`src/rtl/cobs_packet_arbiter.sv`:
```
// rtl/cobs_packet_arbiter.sv - round-robin arbiter serialising 16-bit channel samples into 3-byte raw packets
module cobs_packet_arbiter #(
   parameter int NUM_CHANNELS = 4,
   localparam int ID_WIDTH = $clog2(NUM_CHANNELS)
) (
   input  logic                       clk,
   input  logic                       rst,
   input  logic [16*NUM_CHANNELS-1:0] s_tdata,
   input  logic [NUM_CHANNELS-1:0]    s_tvalid,
   output logic [NUM_CHANNELS-1:0]    s_tready,
   output logic [7:0]                 m_tdata,
   output logic                       m_tvalid,
   input  logic                       m_tready,
   output logic                       m_tlast,
   output logic                       m_tuser,
   output logic [ID_WIDTH-1:0]        grant_id,
   output logic                       busy
);

   localparam logic [1:0] IDLE    = 2'd0;
   localparam logic [1:0] SEND_ID = 2'd1;
   localparam logic [1:0] SEND_HI = 2'd2;
   localparam logic [1:0] SEND_LO = 2'd3;

   logic [1:0]          state;
   logic [ID_WIDTH-1:0] last_grant;
   logic [ID_WIDTH-1:0] winner;
   logic [ID_WIDTH-1:0] cand;
   logic                found;
   logic [15:0]         hold;
   logic [15:0]         samples [NUM_CHANNELS];

   for (genvar i = 0; i < NUM_CHANNELS; i++) begin : g_unpack
      assign samples[i] = s_tdata[16*i +: 16];
   end

   // Search starts one past the previous winner and wraps, so the last winner is checked last.
   always_comb begin
      found  = 1'b0;
      winner = '0;
      cand   = last_grant;
      for (int k = 0; k < NUM_CHANNELS; k++) begin
         cand = (cand == ID_WIDTH'(NUM_CHANNELS - 1)) ? '0 : cand + 1'b1;
         if (!found && s_tvalid[cand]) begin
            found  = 1'b1;
            winner = cand;
         end
      end
   end

   always_comb begin
      s_tready = '0;
      if (state == IDLE && found) begin
         s_tready[winner] = 1'b1;
      end
   end

   assign m_tuser = 1'b0;
   assign busy    = (state != IDLE);

   always_ff @(posedge clk or negedge rst) begin
      if (!rst) begin
         state      <= IDLE;
         m_tdata    <= '0;
         m_tvalid   <= 1'b0;
         m_tlast    <= 1'b0;
         grant_id   <= '0;
         last_grant <= ID_WIDTH'(NUM_CHANNELS - 1);
         hold       <= '0;
      end else begin
         case (state)
            IDLE: begin
               if (found) begin
                  hold       <= samples[winner];
                  grant_id   <= winner;
                  last_grant <= winner;
                  m_tdata    <= 8'(winner);
                  m_tvalid   <= 1'b1;
                  m_tlast    <= 1'b0;
                  state      <= SEND_ID;
               end
            end
            SEND_ID: begin
               if (m_tready) begin
                  m_tdata <= hold[15:8];
                  state   <= SEND_HI;
               end
            end
            SEND_HI: begin
               if (m_tready) begin
                  m_tdata <= hold[7:0];
                  m_tlast <= 1'b1;
                  state   <= SEND_LO;
               end
            end
            default: begin
               if (m_tready) begin
                  m_tvalid <= 1'b0;
                  m_tlast  <= 1'b0;
                  state    <= IDLE;
               end
            end
         endcase
      end
   end

endmodule

```
`config.mk`:
```
export PLATFORM = sky130hd
export DESIGN_NAME = cobs_packet_arbiter
export DESIGN_NICKNAME = d
export VERILOG_FILES = /design/src/rtl/cobs_packet_arbiter.sv
export SDC_FILE = /design/constraint.sdc
export NUM_CORES = 1
export LEC_CHECK = 0
export CAP_MARGIN = 20
export CORE_ASPECT_RATIO = 0.5
export CORE_MARGIN = 1.5
export CORE_UTILIZATION = 45
export CTS_BUF_LIST = sky130_fd_sc_hd__clkbuf_2
export DETAILED_ROUTE_END_ITERATION = 7
export PLACE_DENSITY = 0.84
export SLEW_MARGIN = 5
export SYNTH_ARGS = -nofsm -noshare
export SYNTH_HDL_FRONTEND = slang
export SYNTH_SLANG_ARGS = --single-unit
```
`constraint.sdc`:
```
create_clock -name clk -period 5.35 [get_ports clk]
set_clock_uncertainty 0.15 [all_clocks]
set_input_delay 0.535 -clock clk [delete_from_list [all_inputs] [get_ports clk]]
set_output_delay 0.535 -clock clk [all_outputs]
set_load 0.005 [all_outputs]
```
==> results.py <==
metrics = {
    "run_status": {
        "status": "complete, no violations",
    },
    "timing": {
        "slew_violations": 0,
        "period_needed_ns": 4.000,
        "relSlewSlack_pct": 36.35,
        "final.setup.tns_ns": 0,
        "tightestPinTransition_ns": 0.9506,
        "setup_viol": 0,
        "rsz0062_at_grt": "no",
        "setup_ws_ns": 1.350,
        "max_freq_mhz": 250.0,
        "timing.final.crit_share_pct": 74.77,
        "final-hold-violation-count": 0,
    },
    "placement": {
        "pre_cts_slack_ns": 1.377,
        "dp.cells": 351,
        "portBuffers": 87,
        "place_area_sq_um": 2935,
        "hpwl_mm": 4.382,
        "gp_congestion": 0.7957,
    },
    "global_routing": {
        "grt_max_degree": 33,
        "grt_remaining_overflow": 0,
        "grt_first_pass_wirelength_mm": 9.708,
        "antenna_found_initial": 0,
        "grt_pass1_vias": 2006,
        "grt_usage_pct": 24.30,
    },
    "synth": {
        "synth_warnings": 0,
        "synth_edf_count": 0,
        "synth_nets": 301,
        "netlist_area_sq_um": 2095,
        "yosysSeqAreaShare_pct": 38.35,
        "ys_seq_elements": 32,
        "synth-main-ff-cell": "dfrtp_1",
        "avgSynthCellArea_sq_um": 9.350,
        "async_flop_share_pct": 100.0,
        "syn_inst": 224,
        "yosysUniqueCellTypes": 38,
    },
    "clock_network": {
        "postCtsHoldBufs": 0,
        "htree_levels": 2,
        "cts_inserted_buffers": 5,
        "clock-sinks": 32,
        "postCtsSetupBuffers": 0,
        "cts_resized": 0,
        "clockBufferDepth": 2,
        "path_clk_slew_ns": 0.17,
        "cts_tree": "done",
        "root_buffer": "clkbuf_2",
        "clk_latency_ns": 0.37,
    },
    "flow_run": {
        "drv_cap": 0,
    },
    "layout": {
        "area_growth_pct": 43.25,
        "nets": 378,
        "antennaDiodeCount": 0,
        "layoutNonFillerInstCount": 359,
        "final_design_area_no_fill_sq_um": 3000,
        "drive_gt1_share_pct": 5.298,
    },
    "power_and_ir_drop": {
        "leakagePower_nw": 1.243,
        "combPwrFrac_pct": 63.0,
        "switching_share_pct": 43.13,
        "internal_power_w": 0.0009340,
        "p_clk_share_pct": 10.2,
        "ir_drop_mv": 0.2345,
        "power_frac_seq_pct": 26.7,
        "cellPowerDensity_nw_per_um2": 547.4,
        "switchingPower_w": 0.0007085,
    },
    "setup_path": {
        "timing.rr.start": "state[0]$_DFFE_PN0P_",
        "end_kind": "output pin",
        "worstPathArrival_ns": 3.32,
        "critPathMaxFanout": 24,
        "worstSetupStartpoint": "s_tvalid[1]",
        "critPathRequiredTime_ns": 4.66,
        "path_class": "in2out",
        "startpoint_type": "input pin",
    },
    "floorplan": {
        "fp.dieW_um": 99.48,
        "row_count": 17,
        "start_util_pct": 47.12,
        "num_io_pins": 89,
        "die_y_um": 51.24,
        "die_area_sq_um": 5097,
        "coreArea_sq_um": 4446,
    },
    "route": {
        "drc_errors": 0,
        "drt_iter0_drc": 168,
        "routedWlPerCell_um": 16.38,
        "via_per_inst": 5.836,
        "drt-pass1-iter-count": 4,
        "drt-total-wl_mm": 5.879,
        "ant_nets": 0,
        "vias": 2095,
    },
    "worst_hold_path": {
        "hp-start": "last_grant[1]$_DFFE_PN1P_",
        "hold_class": "reg2reg",
    },
}
==> critical path: stages <==
cell and delay (ns):
clkdlybuf4s50_1 0.53, or4_1 0.60, nand2_1 0.56, or2_1 0.53, a21oi_1 0.08, clkdlybuf4s50_1 0.47
==> placed cells by master (no fill, tap or decap), drive strengths merged, types with 2 or more instances in the layout <==
cell type / n
clkbuf: 6
inv: 8
o21ai: 16
nor4: 2
nand2: 32
nor2: 5
o211ai: 2
or2b: 4
a22oi: 2
ha: 6
dfstp: 2
a21oi: 7
nand2b: 12
dfrtp: 30
buf: 4
o221ai: 33
clkdlybuf4s50: 87
mux2i: 16
nor3: 3
a22o: 6
==> sequential cells by signal, summed over array words and instances, names as in the netlist <==
register	flops
grant_id	2
m_tdata	8
state	2
m_tlast	1
hold	16
last_grant	2
m_tvalid	1
==> routing by layer <==
metal,part of all wire [%],global-route usage [%]
met3,4.3,4.378
met1,43,31.59
met2,51,42.69
met4,1.4,5.869
met5,0,0
==> power by group through the flow <==
| stage | logic (W) | registers (W) | clock network, W |
|---|---|---|---|
| after detailed placement | 0.00102 | 0.000443 | 0 |
| after global routing | 0.00114 | 0.000455 | 0.000180 |
| after global placement | 0.000994 | 0.000437 | 0 |
| after floorplan | 0.000753 | 0.000421 | 0 |
| final | 0.00103 | 0.000439 | 0.000168 |
| after CTS | 0.00103 | 0.000439 | 0.000169 |
==> logic make-up after synthesis <==
kind of cell             Yosys count  share of synthesized area (%)
AO/OA/AOI/OAI                     76                          27.30
adder cells (fa/ha/maj)            6                          3.584
buffers and inverters             29                          7.706
flip-flops                        32                          38.35
multiplexers                      16                          7.646
other                              1                         0.1790
AND/OR/NAND/NOR                   64                          15.23
==> worst paths after layout <==
check                                             to  slack, ns  depth (start not counted)
hold / removal             last_grant[1]$_DFFE_PN1P_       0.33                          2
setup reg to reg                hold[15]$_DFFE_PN0P_       2.43                          7
hold reg to reg            last_grant[1]$_DFFE_PN1P_       0.33                          2
setup / recovery                         s_tready[0]       1.35                          6
max in group asynchronous  last_grant[0]$_DFFE_PN1P_       4.33                          2
min in group asynchronous       hold[14]$_DFFE_PN0P_       0.38                          2
==> Yosys cell counts, drive strengths merged (5+ instances only) <==
| master | instances | area share [%] |
|---|---|---|
| o21ai | 16 | 3.8 |
| ha | 6 | 3.6 |
| clkbuf | 6 | 1.1 |
| mux2i | 16 | 7.6 |
| inv | 8 | 1.4 |
| a22o | 6 | 2.5 |
| nand2b | 12 | 3.6 |
| dfrtp | 30 | 36 |
| nand2 | 32 | 5.7 |
| nor2 | 5 | 0.90 |
| buf | 15 | 5.2 |
| o221ai | 33 | 14 |
| a21oi | 7 | 1.7 |
==> cell type report <==
type	instances	area, sq um
inverters	8	30.03
clock buffers	6	30.03
flip-flops and latches	32	803.3
clock inverters	2	35.03
fillers	347	1445
repair buffers	91	900.9
well taps	57	71.32
multi-input cells	163	1130
==> stage by stage <==
step           util, %  power [W]  hold WS, ns
4_1_cts          67.49   0.001639       0.3266
3_5_place_dp     66.03   0.001467       0.3031
2_1_floorplan        -   0.001174      0.08941
6_report         67.49   0.001642       0.3314
5_1_grt          67.49   0.001776       0.3398
3_3_place_gp     66.03   0.001431       0.3050
(Power assumes the default switching activity.)
